==> src/rtl/mdu_seq32_pkg.sv <==
// Shared definitions for the iterative multiply/divide unit: widths,
// operation and state encodings, and the divide-by-zero quotient.
package mdu_pkg;

    localparam int MDU_WIDTH  = 32;
    localparam int MDU_ADDR_W = 5;

    typedef enum logic [1:0] {
        OP_MUL   = 2'b00,
        OP_MULHU = 2'b01,
        OP_DIVU  = 2'b10,
        OP_REMU  = 2'b11
    } op_e;

    typedef enum logic [1:0] {
        ST_IDLE = 2'b00,
        ST_RUN  = 2'b01,
        ST_DONE = 2'b10
    } state_e;

    localparam logic [MDU_WIDTH-1:0] DIV0_QUOT = 32'hFFFFFFFF;

    // Divide-family ops share the restoring-division datapath.
    function automatic logic is_div(input op_e op);
        return (op == OP_DIVU) || (op == OP_REMU);
    endfunction

endpackage

==> src/rtl/mdu_seq32_if.sv <==
// Control-unit / register-file handshake bundle for the multiply/divide unit.
// The control side drives the request, the unit drives the write port.
interface mdu_seq32_if #(
    parameter int WIDTH  = 32,
    parameter int ADDR_W = 5
);
    logic              Start;
    logic [1:0]        Op;
    logic [ADDR_W-1:0] Dest_Addr;
    logic [WIDTH-1:0]  Op_A;
    logic [WIDTH-1:0]  Op_B;
    logic              Busy;
    logic              Done;
    logic              Reg_Write;
    logic [ADDR_W-1:0] W_Addr;
    logic [WIDTH-1:0]  W_Data;

    modport master (
        output Start, Op, Dest_Addr, Op_A, Op_B,
        input  Busy, Done, Reg_Write, W_Addr, W_Data
    );

    modport slave (
        input  Start, Op, Dest_Addr, Op_A, Op_B,
        output Busy, Done, Reg_Write, W_Addr, W_Data
    );
endinterface

==> src/rtl/mdu_seq32_step.sv <==
// One iteration of the multiply/divide datapath (purely combinational).
// Multiply: shift-add, LSB of the multiplier first, 2*WIDTH accumulator.
// Divide: restoring division, MSB of the dividend first, WIDTH+1 remainder
// kept in the low bits of the accumulator; i_q carries dividend/quotient.
module mdu_step #(
    parameter int WIDTH = 32
) (
    input  logic [2*WIDTH-1:0] i_acc,
    input  logic [WIDTH-1:0]   i_q,
    input  logic [WIDTH-1:0]   i_opnd,
    input  logic               i_div,
    output logic [2*WIDTH-1:0] o_acc,
    output logic [WIDTH-1:0]   o_q
);
    logic [WIDTH:0] w_sum;
    logic [WIDTH:0] w_shift;
    logic [WIDTH:0] w_diff;

    // Compute both candidate updates and select by mode.
    always_comb begin
        w_sum   = {1'b0, i_acc[2*WIDTH-1:WIDTH]} + (i_q[0] ? {1'b0, i_opnd} : '0);
        w_shift = {i_acc[WIDTH-1:0], i_q[WIDTH-1]};
        w_diff  = w_shift - {1'b0, i_opnd};
        if (i_div) begin
            // Negative trial difference means restore; a zero divisor never
            // goes negative, yielding all-ones quotient and remainder = dividend.
            if (w_diff[WIDTH]) begin
                o_acc = {{(WIDTH-1){1'b0}}, w_shift};
                o_q   = {i_q[WIDTH-2:0], 1'b0};
            end else begin
                o_acc = {{(WIDTH-1){1'b0}}, w_diff};
                o_q   = {i_q[WIDTH-2:0], 1'b1};
            end
        end else begin
            o_acc = {w_sum, i_acc[WIDTH-1:1]};
            o_q   = {1'b0, i_q[WIDTH-1:1]};
        end
    end
endmodule

==> src/rtl/mdu_seq32.sv <==
// Iterative 32-bit unsigned multiply/divide unit with start/busy/done
// handshake, writing its result through the register-file write port.
// Optional macro MDU_EARLY_ZERO_EN: zero operands finish at the accept edge.
import mdu_pkg::*;

module mdu_seq32 #(
    parameter int WIDTH  = MDU_WIDTH,
    parameter int ADDR_W = MDU_ADDR_W
) (
    input  logic        clk_MDU,
    input  logic        rst_n,
    mdu_seq32_if.slave  bus
);
    localparam int CNT_W = $clog2(WIDTH);

    state_e              r_state;
    state_e              w_state_nxt;
    op_e                 r_op;
    logic [ADDR_W-1:0]   r_dest;
    logic [WIDTH-1:0]    r_opnd;
    logic [WIDTH-1:0]    r_q;
    logic [2*WIDTH-1:0]  r_acc;
    logic [CNT_W-1:0]    r_cnt;
    logic [WIDTH-1:0]    r_wdata;
    logic [ADDR_W-1:0]   r_waddr;

    logic [2*WIDTH-1:0]  w_acc_nxt;
    logic [WIDTH-1:0]    w_q_nxt;
    logic [WIDTH-1:0]    w_result;
    logic                w_last;
    logic                w_busy;
    logic                w_done;
    logic                w_wr;
    op_e                 w_in_op;

    assign w_in_op = op_e'(bus.Op);
    assign w_last  = (r_cnt == CNT_W'(WIDTH - 1));

    mdu_step #(.WIDTH(WIDTH)) u_step (
        .i_acc  (r_acc),
        .i_q    (r_q),
        .i_opnd (r_opnd),
        .i_div  (is_div(r_op)),
        .o_acc  (w_acc_nxt),
        .o_q    (w_q_nxt)
    );

    // Pick the final result from the last iteration's outputs.
    always_comb begin
        w_result = w_acc_nxt[WIDTH-1:0];
        case (r_op)
            OP_MULHU: w_result = w_acc_nxt[2*WIDTH-1:WIDTH];
            OP_DIVU:  w_result = w_q_nxt;
            default:  w_result = w_acc_nxt[WIDTH-1:0];
        endcase
    end

`ifdef MDU_EARLY_ZERO_EN
    logic             w_early;
    logic [WIDTH-1:0] w_early_res;

    // Detect operands whose result is known without iterating.
    always_comb begin
        w_early     = is_div(w_in_op) ? (bus.Op_B == '0)
                                      : ((bus.Op_A == '0) || (bus.Op_B == '0));
        w_early_res = '0;
        case (w_in_op)
            OP_DIVU: w_early_res = DIV0_QUOT;
            OP_REMU: w_early_res = bus.Op_A;
            default: w_early_res = '0;
        endcase
    end
`endif

    // State register.
    always_ff @(posedge clk_MDU or negedge rst_n) begin
        if (!rst_n) r_state <= ST_IDLE;
        else        r_state <= w_state_nxt;
    end

    // Next-state logic; Start is only looked at while idle.
    always_comb begin
        w_state_nxt = r_state;
        case (r_state)
            ST_IDLE: begin
                if (bus.Start) begin
`ifdef MDU_EARLY_ZERO_EN
                    w_state_nxt = w_early ? ST_DONE : ST_RUN;
`else
                    w_state_nxt = ST_RUN;
`endif
                end
            end
            ST_RUN:  if (w_last) w_state_nxt = ST_DONE;
            ST_DONE: w_state_nxt = ST_IDLE;
            default: w_state_nxt = ST_IDLE;
        endcase
    end

    // Handshake outputs decoded from the current state.
    always_comb begin
        w_busy = (r_state != ST_IDLE);
        w_done = (r_state == ST_DONE);
        w_wr   = w_done && (r_waddr != '0);
    end

    assign bus.Busy      = w_busy;
    assign bus.Done      = w_done;
    assign bus.Reg_Write = w_wr;
    assign bus.W_Addr    = r_waddr;
    assign bus.W_Data    = r_wdata;

    // Operand latch, iteration, and result capture; outputs hold between ops.
    always_ff @(posedge clk_MDU or negedge rst_n) begin
        if (!rst_n) begin
            r_op    <= OP_MUL;
            r_dest  <= '0;
            r_opnd  <= '0;
            r_q     <= '0;
            r_acc   <= '0;
            r_cnt   <= '0;
            r_wdata <= '0;
            r_waddr <= '0;
        end else begin
            case (r_state)
                ST_IDLE: begin
                    if (bus.Start) begin
                        r_op   <= w_in_op;
                        r_dest <= bus.Dest_Addr;
                        r_opnd <= is_div(w_in_op) ? bus.Op_B : bus.Op_A;
                        r_q    <= is_div(w_in_op) ? bus.Op_A : bus.Op_B;
                        r_acc  <= '0;
                        r_cnt  <= '0;
`ifdef MDU_EARLY_ZERO_EN
                        if (w_early) begin
                            r_wdata <= w_early_res;
                            r_waddr <= bus.Dest_Addr;
                        end
`endif
                    end
                end
                ST_RUN: begin
                    r_acc <= w_acc_nxt;
                    r_q   <= w_q_nxt;
                    r_cnt <= r_cnt + CNT_W'(1);
                    if (w_last) begin
                        r_wdata <= w_result;
                        r_waddr <= r_dest;
                    end
                end
                default: ;
            endcase
        end
    end
endmodule
==> src/flat_wrapper.sv <==
// flat-port wrapper written by rule: the top's interface ports become plain ports
module mdu_seq32_flat 
#(
    parameter int WIDTH  = MDU_WIDTH,
    parameter int ADDR_W = MDU_ADDR_W
)
  (clk_MDU, rst_n, bus_Start, bus_Op, bus_Dest_Addr, bus_Op_A, bus_Op_B, bus_Busy, bus_Done, bus_Reg_Write, bus_W_Addr, bus_W_Data);
  mdu_seq32_if #(.WIDTH(WIDTH), .ADDR_W(ADDR_W)) bus_i ();
  input  logic clk_MDU;
  input  logic rst_n;
  input wire logic [$bits(bus_i.Start)-1:0] bus_Start;
  input wire logic [$bits(bus_i.Op)-1:0] bus_Op;
  input wire logic [$bits(bus_i.Dest_Addr)-1:0] bus_Dest_Addr;
  input wire logic [$bits(bus_i.Op_A)-1:0] bus_Op_A;
  input wire logic [$bits(bus_i.Op_B)-1:0] bus_Op_B;
  output wire logic [$bits(bus_i.Busy)-1:0] bus_Busy;
  output wire logic [$bits(bus_i.Done)-1:0] bus_Done;
  output wire logic [$bits(bus_i.Reg_Write)-1:0] bus_Reg_Write;
  output wire logic [$bits(bus_i.W_Addr)-1:0] bus_W_Addr;
  output wire logic [$bits(bus_i.W_Data)-1:0] bus_W_Data;
  assign bus_i.Start = bus_Start;
  assign bus_i.Op = bus_Op;
  assign bus_i.Dest_Addr = bus_Dest_Addr;
  assign bus_i.Op_A = bus_Op_A;
  assign bus_i.Op_B = bus_Op_B;
  assign bus_Busy = bus_i.Busy;
  assign bus_Done = bus_i.Done;
  assign bus_Reg_Write = bus_i.Reg_Write;
  assign bus_W_Addr = bus_i.W_Addr;
  assign bus_W_Data = bus_i.W_Data;
  mdu_seq32 #(.WIDTH(WIDTH), .ADDR_W(ADDR_W)) u_core (.clk_MDU(clk_MDU), .rst_n(rst_n), .bus(bus_i));
endmodule
==> config.mk <==
export PLATFORM = sky130hd
export DESIGN_NAME = mdu_seq32_flat
export DESIGN_NICKNAME = d
export VERILOG_FILES = /design/src/rtl/mdu_seq32_pkg.sv /design/src/rtl/mdu_seq32_if.sv /design/src/rtl/mdu_seq32_step.sv /design/src/rtl/mdu_seq32.sv /design/src/flat_wrapper.sv
export SDC_FILE = /design/constraint.sdc
export NUM_CORES = 1
export LEC_CHECK = 0
export CAP_MARGIN = 20
export CORE_ASPECT_RATIO = 2
export CORE_MARGIN = 2
export CORE_UTILIZATION = 30
export DETAILED_ROUTE_END_ITERATION = 8
export SETUP_SLACK_MARGIN = 0.15
export SLEW_MARGIN = 20
export SYNTH_ARGS = -nofsm -noshare
export SYNTH_HDL_FRONTEND = slang
export SYNTH_SLANG_ARGS = --single-unit
==> constraint.sdc <==
create_clock -name clk_MDU -period 8.6 [get_ports clk_MDU]
set_input_delay 1.29 -clock clk_MDU [delete_from_list [all_inputs] [get_ports clk_MDU]]
set_output_delay 1.29 -clock clk_MDU [all_outputs]
set_load 0.005 [all_outputs]
Word-level counts from Yosys, hierarchy flattened
Cells that the tools add are included.
- flip-flop bits (word level): 179
- logic and storage cells: 50
- input port bits: 74
- bits in latches: 0
- output and inout bits: 40
- memories kept: 0
- memory bits (read-only): 0
- bits in writable memories: 0
- multiplexer cells: 17
- reduce and logical (&&, ||, !) cells: 11
- shift-type cells: 0
- equal/unequal tests: 10
- magnitude comparators: 0
- add/sub/neg operators: 3
- divide/modulo/power cells: 0
- bitwise gates (word level): 0
- multiply operators: 0
- operator list (operator ; count):
    two-way mux 32 bit ; 5
    two-way mux 64 bit ; 2
    case mux 32 bit (2 select lines) ; 2
    case mux 64 bit (2 select lines) ; 1
    adder 32 x 33 -> 33 bit ; 1
    two-way mux 33 bit ; 1
    subtractor 33 x 32 -> 33 bit ; 1
    == test 2 bit, second input constant ; 5
    case mux 5 bit (2 select lines) ; 1
    AND reduction 2 bit ; 4
    adder 5 x 1 -> 5 bit, second input constant ; 1
    == test 5 bit, second input constant ; 1
    two-way mux 5 bit ; 1
    nonzero test 5 bit ; 1
    == test 2 x 1 -> 1 bit, second input constant ; 2
    two-way mux 2 bit ; 2
    case mux 2 bit (2 select lines) ; 1
    nonzero test 2 bit ; 2
    logical NOT 2 bit ; 1
    logical OR 1 bit ; 2
    inequality test 2 x 1 -> 1 bit, second input constant ; 1
    inequality test 2 bit, second input constant ; 1
    logical AND 1 bit ; 1
    two-way mux 1 bit ; 1

Logic depth before layout (Yosys ltp)
Gate-level depths: netlist of run 1.
- depth in word-level cells: 5
- depth in mapped cells: 22

By module
Synthesis of run 1 repeated with hierarchy kept, for this count alone.
- cell total of the unflattened synthesis: 1491
- area, all modules: 12831.1 um^2
- modules (own cells, without submodules) (module ; cells an instance ; sequential area each (um^2) ; instances ; area each (um^2)):
    mdu_seq32 ; 806 ; 4479.3 ; 1 ; 8235.4
    mdu_step ; 685 ; 0.0 ; 1 ; 4595.7

Worst setup path before layout of run 1
No wires, ideal clock.
- path type: reg-to-reg
- from: register u_core.r_q[31]
- to: register u_core.r_acc[14]
- clock period less this slack: 4.157 ns
- path slack: 4.443 ns
- arrival: 4.024 ns
- library setup time: 0.133 ns
- stages on the path, launching flop included: 21
- path through: dfrtp_1 inv_1 ha_1 inv_1 fa_1 a21o_1 a221oi_1 o211a_1 a21oi_2 a21oi_2 o21ai_2 a21o_1 a21o_1 ha_1 clkbuf_1 clkbuf_1 buf_1 mux2i_1 nor2_1 a21oi_1 o21ai_0
- longest elaborated chain between the ends: 4
- RTL lines (item ; RTL line ; RTL):
    start: declaration ; mdu_seq32.sv:21 ; logic [WIDTH-1:0] r_q;
    start signal: assignment ; mdu_seq32.sv:131 ; r_q <= is_div(w_in_op) ? bus.Op_A : bus.Op_B;
    start signal: assignment ; mdu_seq32.sv:144 ; r_q <= w_q_nxt;
    subtractor 33 x 32 -> 33 bit ; mdu_seq32_step.sv:23 ; w_diff = w_shift - {1'b0, i_opnd};
    two-way mux 33 bit ; mdu_seq32_step.sv:27 ; if (w_diff[WIDTH]) begin
    two-way mux 64 bit ; mdu_seq32_step.sv:24 ; if (i_div) begin
    case mux 64 bit (2 select lines) ; mdu_seq32.sv:125 ; case (r_state)
    end signal: assignment ; mdu_seq32.sv:143 ; r_acc <= w_acc_nxt;
    end: declaration ; mdu_seq32.sv:22 ; logic [2*WIDTH-1:0] r_acc;
No other way between the ends.
A chain may end at the register's enable or synchronous reset.

Worst setup path in the final report of run 1
- from: register u_core.r_q[31]
- to: register u_core.r_wdata[27], in the netlist u_core.bus.W_Data[27]
- longest elaborated chain between the ends: 4
- RTL lines (item ; RTL line ; RTL):
    subtractor 33 x 32 -> 33 bit ; mdu_seq32_step.sv:23 ;
    two-way mux 33 bit ; mdu_seq32_step.sv:27 ;
    two-way mux 64 bit ; mdu_seq32_step.sv:24 ;
    case mux 32 bit (2 select lines) ; mdu_seq32.sv:51 ; case (r_op)
    end signal: assignment ; mdu_seq32.sv:147 ; r_wdata <= w_result;
    end: declaration ; mdu_seq32.sv:24 ; logic [WIDTH-1:0] r_wdata;
No other way between the ends.

==> results of run 1 <==
## tightest hold or removal path, delay by kind of cell, from the launching register on
family        cells  cell delay (ps)
simple gates      2              100
flops             1              350
## synth_stat cells, types with 3 or more instances
library cell and n:
a211o_1 3, a211oi_1 23, a21o_1 36, a21oi_1 94
a221o_1 6, a221oi_1 45, a22o_1 27, a22oi_1 4
a311oi_1 3, a31o_2 3, a31oi_1 13, a32oi_1 3
and2_1 36, and3_1 11, and4_1 3, buf_1 10
buf_2 4, clkbuf_1 73, clkbuf_8 5, dfrtp_1 179
ha_1 70, inv_1 55, mux2i_1 105, nand2_1 168
nand2b_1 6, nand3_1 46, nand4_1 9, nor2_1 67
nor2b_1 14, nor3_1 46, o2111ai_1 4, o211ai_1 7
o21a_1 16, o21ai_0 113, o21bai_1 8, o221ai_1 4
o22ai_1 6, o2bb2ai_1 3, o31ai_1 5, o41a_1 3
or2_2 3, or3_1 6, xnor2_1 33, xor2_1 17
## metal layers
| layer | part of all wire, % | routed length [um] | track usage, % |
|---|---|---|---|
| met5 | 0 | 0 | 0 |
| met4 | 6.2 | 2680 | 12.6 |
| met3 | 4.0 | 1720 | 2.38 |
| met2 | 52 | 22500 | 35.2 |
| met1 | 38 | 16400 | 22.0 |
## worst paths after layout
| kind | from | end | slack (ps) | cells past startpoint |
|---|---|---|---|---|
| min in group asynchronous | rst_n | u_core.r_opnd[5] | 810 | 1 |
| setup reg to reg | u_core.r_q[31] | u_core.bus.W_Data[27] | 3850 | 20 |
| hold / removal | u_core.r_dest[3] | u_core.bus.W_Addr[3] | 470 | 2 |
| setup / recovery | u_core.r_q[31] | u_core.bus.W_Data[27] | 3850 | 20 |
| hold reg to reg | u_core.r_dest[3] | u_core.bus.W_Addr[3] | 470 | 2 |
| max in group asynchronous | rst_n | u_core.r_opnd[30] | 6500 | 2 |
## power by group
group	leakage (nW)	internal, W	switching, W	total (W)
Combinational	4.11	0.00178	0.00261	0.00440
Clock	0.289	0.000446	0.000385	0.000831
Sequential	2.16	0.00124	0.000413	0.00166
## per-stage QoR
step	worst slack [ps]	utilization (%)	instance area, um2	std cells	total power, W
floorplan	4440	-	12700	1454	0.00473
global placement	3970	34.0	14200	2024	0.00595
detailed placement	3860	34.0	14200	2024	0.00601
CTS	3870	35.4	14800	2056	0.00687
global route	3560	35.4	14800	2056	0.00740
finish	3850	35.4	14800	2056	0.00688
## cell families (layout without fill, tap and decap cells)
logic type | Yosys count | count (layout)
AND/OR/NAND/NOR | 428 | 428
AO/OA/AOI/OAI | 461 | 461
buffers and inverters | 157 | 219
flip-flops | 179 | 179
XOR/XNOR | 50 | 50
multiplexers | 107 | 107
adder cells (fa/ha/maj) | 72 | 72
## registers in the layout, summed over array words and instances (netlist names)
name	cells
u_core.r_opnd	32
u_core.r_q	32
u_core.bus.W_Addr	5
u_core.r_acc	64
u_core.r_op	2
u_core.r_state	2
u_core.r_cnt	5
u_core.r_dest	5
u_core.bus.W_Data	32
## cell usage in the layout, fill, tap and decap left out, types with 7 or more instances in the layout
| master | n |
|---|---|
| a31oi_1 | 13 |
| clkdlybuf4s50_1 | 111 |
| xnor2_1 | 33 |
| nor2_1 | 64 |
| ha_1 | 70 |
| dfrtp_1 | 179 |
| inv_1 | 55 |
| buf_4 | 19 |
| o21bai_1 | 8 |
| o21a_1 | 16 |
| and2_1 | 35 |
| and3_1 | 11 |
| nand4_1 | 9 |
| mux2i_1 | 105 |
| a21oi_1 | 94 |
| nand3_1 | 46 |
| xor2_1 | 17 |
| nor2b_1 | 13 |
| a22o_1 | 27 |
| o21ai_0 | 113 |
| o211ai_1 | 7 |
| nor3_1 | 46 |
| a21o_1 | 36 |
| a221oi_1 | 45 |
| clkbuf_16 | 17 |
| a211oi_1 | 23 |
| nand2_1 | 167 |
## layout make-up
| type | count | area, um2 | area share (%) |
|---|---|---|---|
| Sequential cell | 179 | 4480 | 30.2 |
| Multi-Input combinational cell | 1118 | 7610 | 51.3 |
| Clock inverter | 14 | 166 | 1.12 |
| Timing Repair Buffer | 131 | 1260 | 8.52 |
| Clock buffer | 18 | 439 | 2.96 |
| Tap cell | 540 | 676 | 4.55 |
| Inverter | 56 | 210 | 1.42 |
==> results.ini, run 1 <==
[global_routing]
gr-total-overflow=0
grt_pass1_wl_mm=66.9
grt_pass1_vias=11900
antenna_found_initial=0
grt_max_degree=82
track_usage_pct=19.7

[detailed_routing]
antenna_left=0
drc=0
dr.pass1.iters=7
drt_iter0_drc=838
via_per_inst=5.68
wirelength_mm=43.3
wire_per_inst_um=21.1
vias=11700

[sta]
drv_slew=0
min_period_ps=4750
setup_tns_ps=0
slew_headroom_pct=29.1
rsz0062_at_grt=false
fmax_ghz=0.211
tightest_slew_ps=1060
fin_crit_sh_pct=55.2
hold_viol_final=0
fin_worst_skew_ps=10.7
holdWs_ps=474
finalSetupViolCount=0

[clocking]
cts_tree=built
cts_resized=0
root_buffer=clkbuf_16
numCtsBuffers=17
hold_buffers=0
clock_path_buffers=2
cts_max_level=4
clk_pin_slew_ps=80
clock-sinks=179
insertion_delay_ps=470
cts_setup_buffers=0

[synthesis]
synth_mux_area_share_pct=8.42
synth_top_family_by_area=compound AO/OA/AOI/OAI gates
yosysSeqAreaShare_pct=35.1
avgSynthCellArea_um2=8.77
syn-num-nets=1600
synth_xor_area_share_pct=3.44
synth.largest_area_cell=dfrtp_1
synth-seq-cells=179
synth_ff_type=dfrtp_1
ys_top_cells_by_area=dfrtp_1 35%, mux2i_1 8.2%, ha_1 6.9%
async_reset_ff_share_pct=100
synth_edf_count=0
syn_inst=1454
synth_compound_area_share_pct=24.6
yosysUniqueCellTypes=86
synth-simple-area-share_pct=15.8
synth_area_um2=12700
synth_warnings=0
synthAdderAreaFrac_pct=7.19
yosysTopAreaCellShare_pct=35.1

[critical_path]
crit_family=compound AO/OA/AOI/OAI gates
worstSetupPathType=register to register
crit_path_max_fanout=34
cp.required_ps=8970
arrival_ps=5120
cp_num_buf_inv=5
critPathLaunchType=register
crit_slowest_cell=dfrtp_1
cp_cell_sequence=inv_1, ha_1, inv_1, fa_1, a21o_1, a221oi_1, o211a_1, a21oi_2, a21oi_2, o21ai_2, a21o_1, a21o_1, ha_1, buf_4, inv_1, buf_4, nor3_1, a21oi_1, and2_1, a311oi_1
crit_path_max_incr_delay_ps=430
endpoint_kind=register

[power_and_ir_drop]
p_per_area_nw_per_um2=464
leakagePower_nw=6.56
ir_drop_mv=0.275

[die]
die_h_um=295
die_area_um2=44200
core_area_um2=41900
initial_utilization_pct=30.4
die_w_um=150
num_rows=106
ios=114

[hold_path]
min_path_type=register to register

[placement]
hpwl_mm=31.8
finalWeightedCongestion=0.943
portBuffers=113

[cells_and_area]
area_growth_pct=16.5
n_antenna_cell=0
nets=1649
drive_above_1_share_pct=5.94
fillCellCount=4356

[outcome]
status=complete, no violations

[flow_run]
drv_cap=0

(Power assumes the default switching activity.)
==> inputs of run 2 (changes only) <==
- clock period: 8.6 -> 4.3 ns (I/O delays scaled with it)
==> results.ini, run 2 (synthesis gave the netlist of run 1 again) <==
[detailed_routing]
drt_iter0_drc=929  ; was 838
drc=0  ; unchanged
wire_per_inst_um=21.4  ; was 21.1 um
wirelength_mm=44.7  ; was 43.3 mm
dr.pass1.iters=5  ; was 7
vias=11700  ; about the same
via_per_inst=5.63  ; was 5.68
antenna_left=0  ; unchanged

[placement]
hpwl_mm=33.2  ; was 31.8 mm
post-place-cells=2040  ; was 2,024
portBuffers=113  ; unchanged
finalWeightedCongestion=0.919  ; was 0.943
place_area_um2=14400  ; was 14,200 um2

[die]
die_area_um2=44200  ; unchanged
core_area_um2=41900  ; unchanged
ios=114  ; unchanged
initial_utilization_pct=30.4  ; unchanged
die_w_um=150  ; unchanged
die_h_um=295  ; unchanged
num_rows=106  ; unchanged

[clocking]
clock_path_buffers=2  ; unchanged
insertion_delay_ps=470  ; about the same
root_buffer=clkbuf_16  ; unchanged
hold_buffers=0  ; unchanged
numCtsBuffers=17  ; unchanged
cts_max_level=4  ; unchanged
clock-sinks=179  ; unchanged
cts_tree=built  ; unchanged
clk_pin_slew_ps=80  ; about the same

[critical_path]
crit_top_cell=a21o_1
worstSetupPathType=register to register  ; unchanged
crit_family=compound AO/OA/AOI/OAI gates  ; unchanged
r2r-end=u_core.bus.W_Data[7]  ; was u_core.bus.W_Data[27]
crit_path_max_incr_delay_ps=390  ; was 430 ps
endpoint_kind=register  ; unchanged
arrival_ps=4460  ; was 5120 ps
critPathLaunchType=register  ; unchanged
cp_cell_sequence=inv_1, ha_2, inv_1, fa_2, a21o_1, a221oi_2, buf_4, o211a_4, a21oi_2, a21oi_2, o21ai_2, a21o_1, a21o_1, ha_4, inv_4, or3_1, a41o_1, a211oi_2, a21o_1  ; was inv_1, ha_1, inv_1, fa_1, a21o_1, a221oi_1, o211a_1, a21oi_2, a21oi_2, o21ai_2, a21o_1, a21o_1, ha_1, buf_4, inv_1, buf_4, nor3_1, a21oi_1, and2_1, a311oi_1
cp.required_ps=4710  ; was 8970 ps
worst-r2r-cell-count=19  ; was 20
cp_num_buf_inv=4  ; was 5
reg2reg_slack_ps=250  ; was 3850 ps
crit_slowest_cell=dfrtp_1  ; unchanged
timing.rr.start=u_core.r_q[31]  ; unchanged
crit_path_max_fanout=8  ; was 34

[power_and_ir_drop]
ir_drop_mv=0.422  ; was 0.275 mV
leakagePower_nw=6.75  ; was 6.56 nW
p_per_area_nw_per_um2=970  ; was 464 nW/um2

[sta]
min_period_ps=4050  ; was 4750 ps
hold_viol_final=0  ; unchanged
fmax_ghz=0.247  ; was 0.211 GHz
fin_worst_skew_ps=13.3  ; was 10.7 ps
fin_crit_sh_pct=94.1  ; was 55.2%
tightest_slew_ps=1070  ; was 1060 ps
finalSetupViolCount=0  ; unchanged
rsz0062_at_grt=false  ; unchanged
slew_headroom_pct=28.4  ; was 29.1%
drv_slew=0  ; unchanged
setup_tns_ps=0  ; unchanged

[outcome]
status=complete, no violations  ; unchanged

[cells_and_area]
n_antenna_cell=0  ; unchanged
final-seq-area_um2=4480  ; unchanged
stdcell_area_um2=15200  ; was 14,800 um2
largest-register=u_core.r_acc  ; unchanged
drive_above_1_share_pct=8.10  ; was 5.94%
multiInputGateArea_um2=7650  ; was 7610 um2
largest_reg_flops=64  ; unchanged
area_growth_pct=19.3  ; was 16.5%
final_cells=2083  ; was 2,056
layout_common_cells=179 x dfrtp_1, 167 x nand2_1, 112 x o21ai_0  ; was 179 x dfrtp_1, 167 x nand2_1, 113 x o21ai_0
fillCellCount=4355  ; was 4,356
nets=1676  ; was 1,649
final_common_cell=dfrtp_1  ; unchanged

[global_routing]
gr-total-overflow=0  ; unchanged
grt_max_degree=99  ; was 82
track_usage_pct=20.1  ; was 19.7%
grt_pass1_vias=11800  ; was 11,900
grt_pass1_wl_mm=68.0  ; was 66.9 mm
antenna_found_initial=0  ; unchanged

[flow_run]
drv_cap=0  ; unchanged

[hold_path]
min_path_type=input port to async pin  ; was register to register

## run 2: area by class of cell
cell class | instances | share of cell area (%)
Multi-Input combinational cell | 1118 | 50.3
Sequential cell | 179 | 29.5
Timing Repair Buffer | 158 | 10.4
Tap cell | 540 | 4.44
Clock buffer | 17 | 2.80
Inverter | 56 | 1.40
Clock inverter | 15 | 1.20
## run 2: what timing repair did
action / CTS / global route
pin swaps: 0 / 6
gates cloned: 0 / 2
endpoints found under the setup margin: 5 / 40
setup buffers: 0 / 9
resized for setup: 1 / 11
## run 2: power breakdown
part / total, W / internal, W / switching, W
Combinational: 0.00979 / 0.00418 / 0.00561
Sequential: 0.00332 / 0.00248 / 0.000831
Clock: 0.00165 / 0.000839 / 0.000807
## run 2: how the worst max path moves through the flow
stage	start	to	cells past startpoint
final	u_core.r_q[31]	u_core.bus.W_Data[7]	19
after global routing	u_core.r_q[31]	u_core.bus.W_Data[30]	20
after detailed placement	u_core.r_q[31]	u_core.bus.W_Data[7]	19
after floorplan	u_core.r_q[31]	u_core.bus.W_Data[0]	21
after global placement	u_core.r_q[31]	u_core.bus.W_Data[6]	22
after CTS	u_core.r_q[31]	u_core.bus.W_Data[2]	20
## run 2: per-stage QoR
step / hold slack, ps / power, W / setup slack (ps) / utilization (%)
2_1_floorplan: 349 / 0.00947 / 168 / -
3_3_place_gp: 448 / 0.0123 / 145 / 34.4
3_5_place_dp: 455 / 0.0124 / 96.1 / 34.4
4_1_cts: 321 / 0.0141 / 146 / 35.9
5_1_grt: 353 / 0.0158 / 137 / 36.3
6_report: 276 / 0.0147 / 255 / 36.3
## run 2: routing by layer
layer | track usage (%) | vias up | part of all wire, %
met5 | 0 | - | 0
li1 | - | 5482 | -
met4 | 11.6 | 0 | 6.1
met2 | 36.0 | 371 | 52
met3 | 2.62 | 127 | 4.2
met1 | 22.6 | 5737 | 38
==> inputs of run 3 (changes only) <==
- CTS_CLUSTER_DIAMETER: default -> 40
- SLEW_MARGIN: 20 -> default
==> results of run 3 <==
No change in the layout: final DEF, timing and power equal those of run 2.
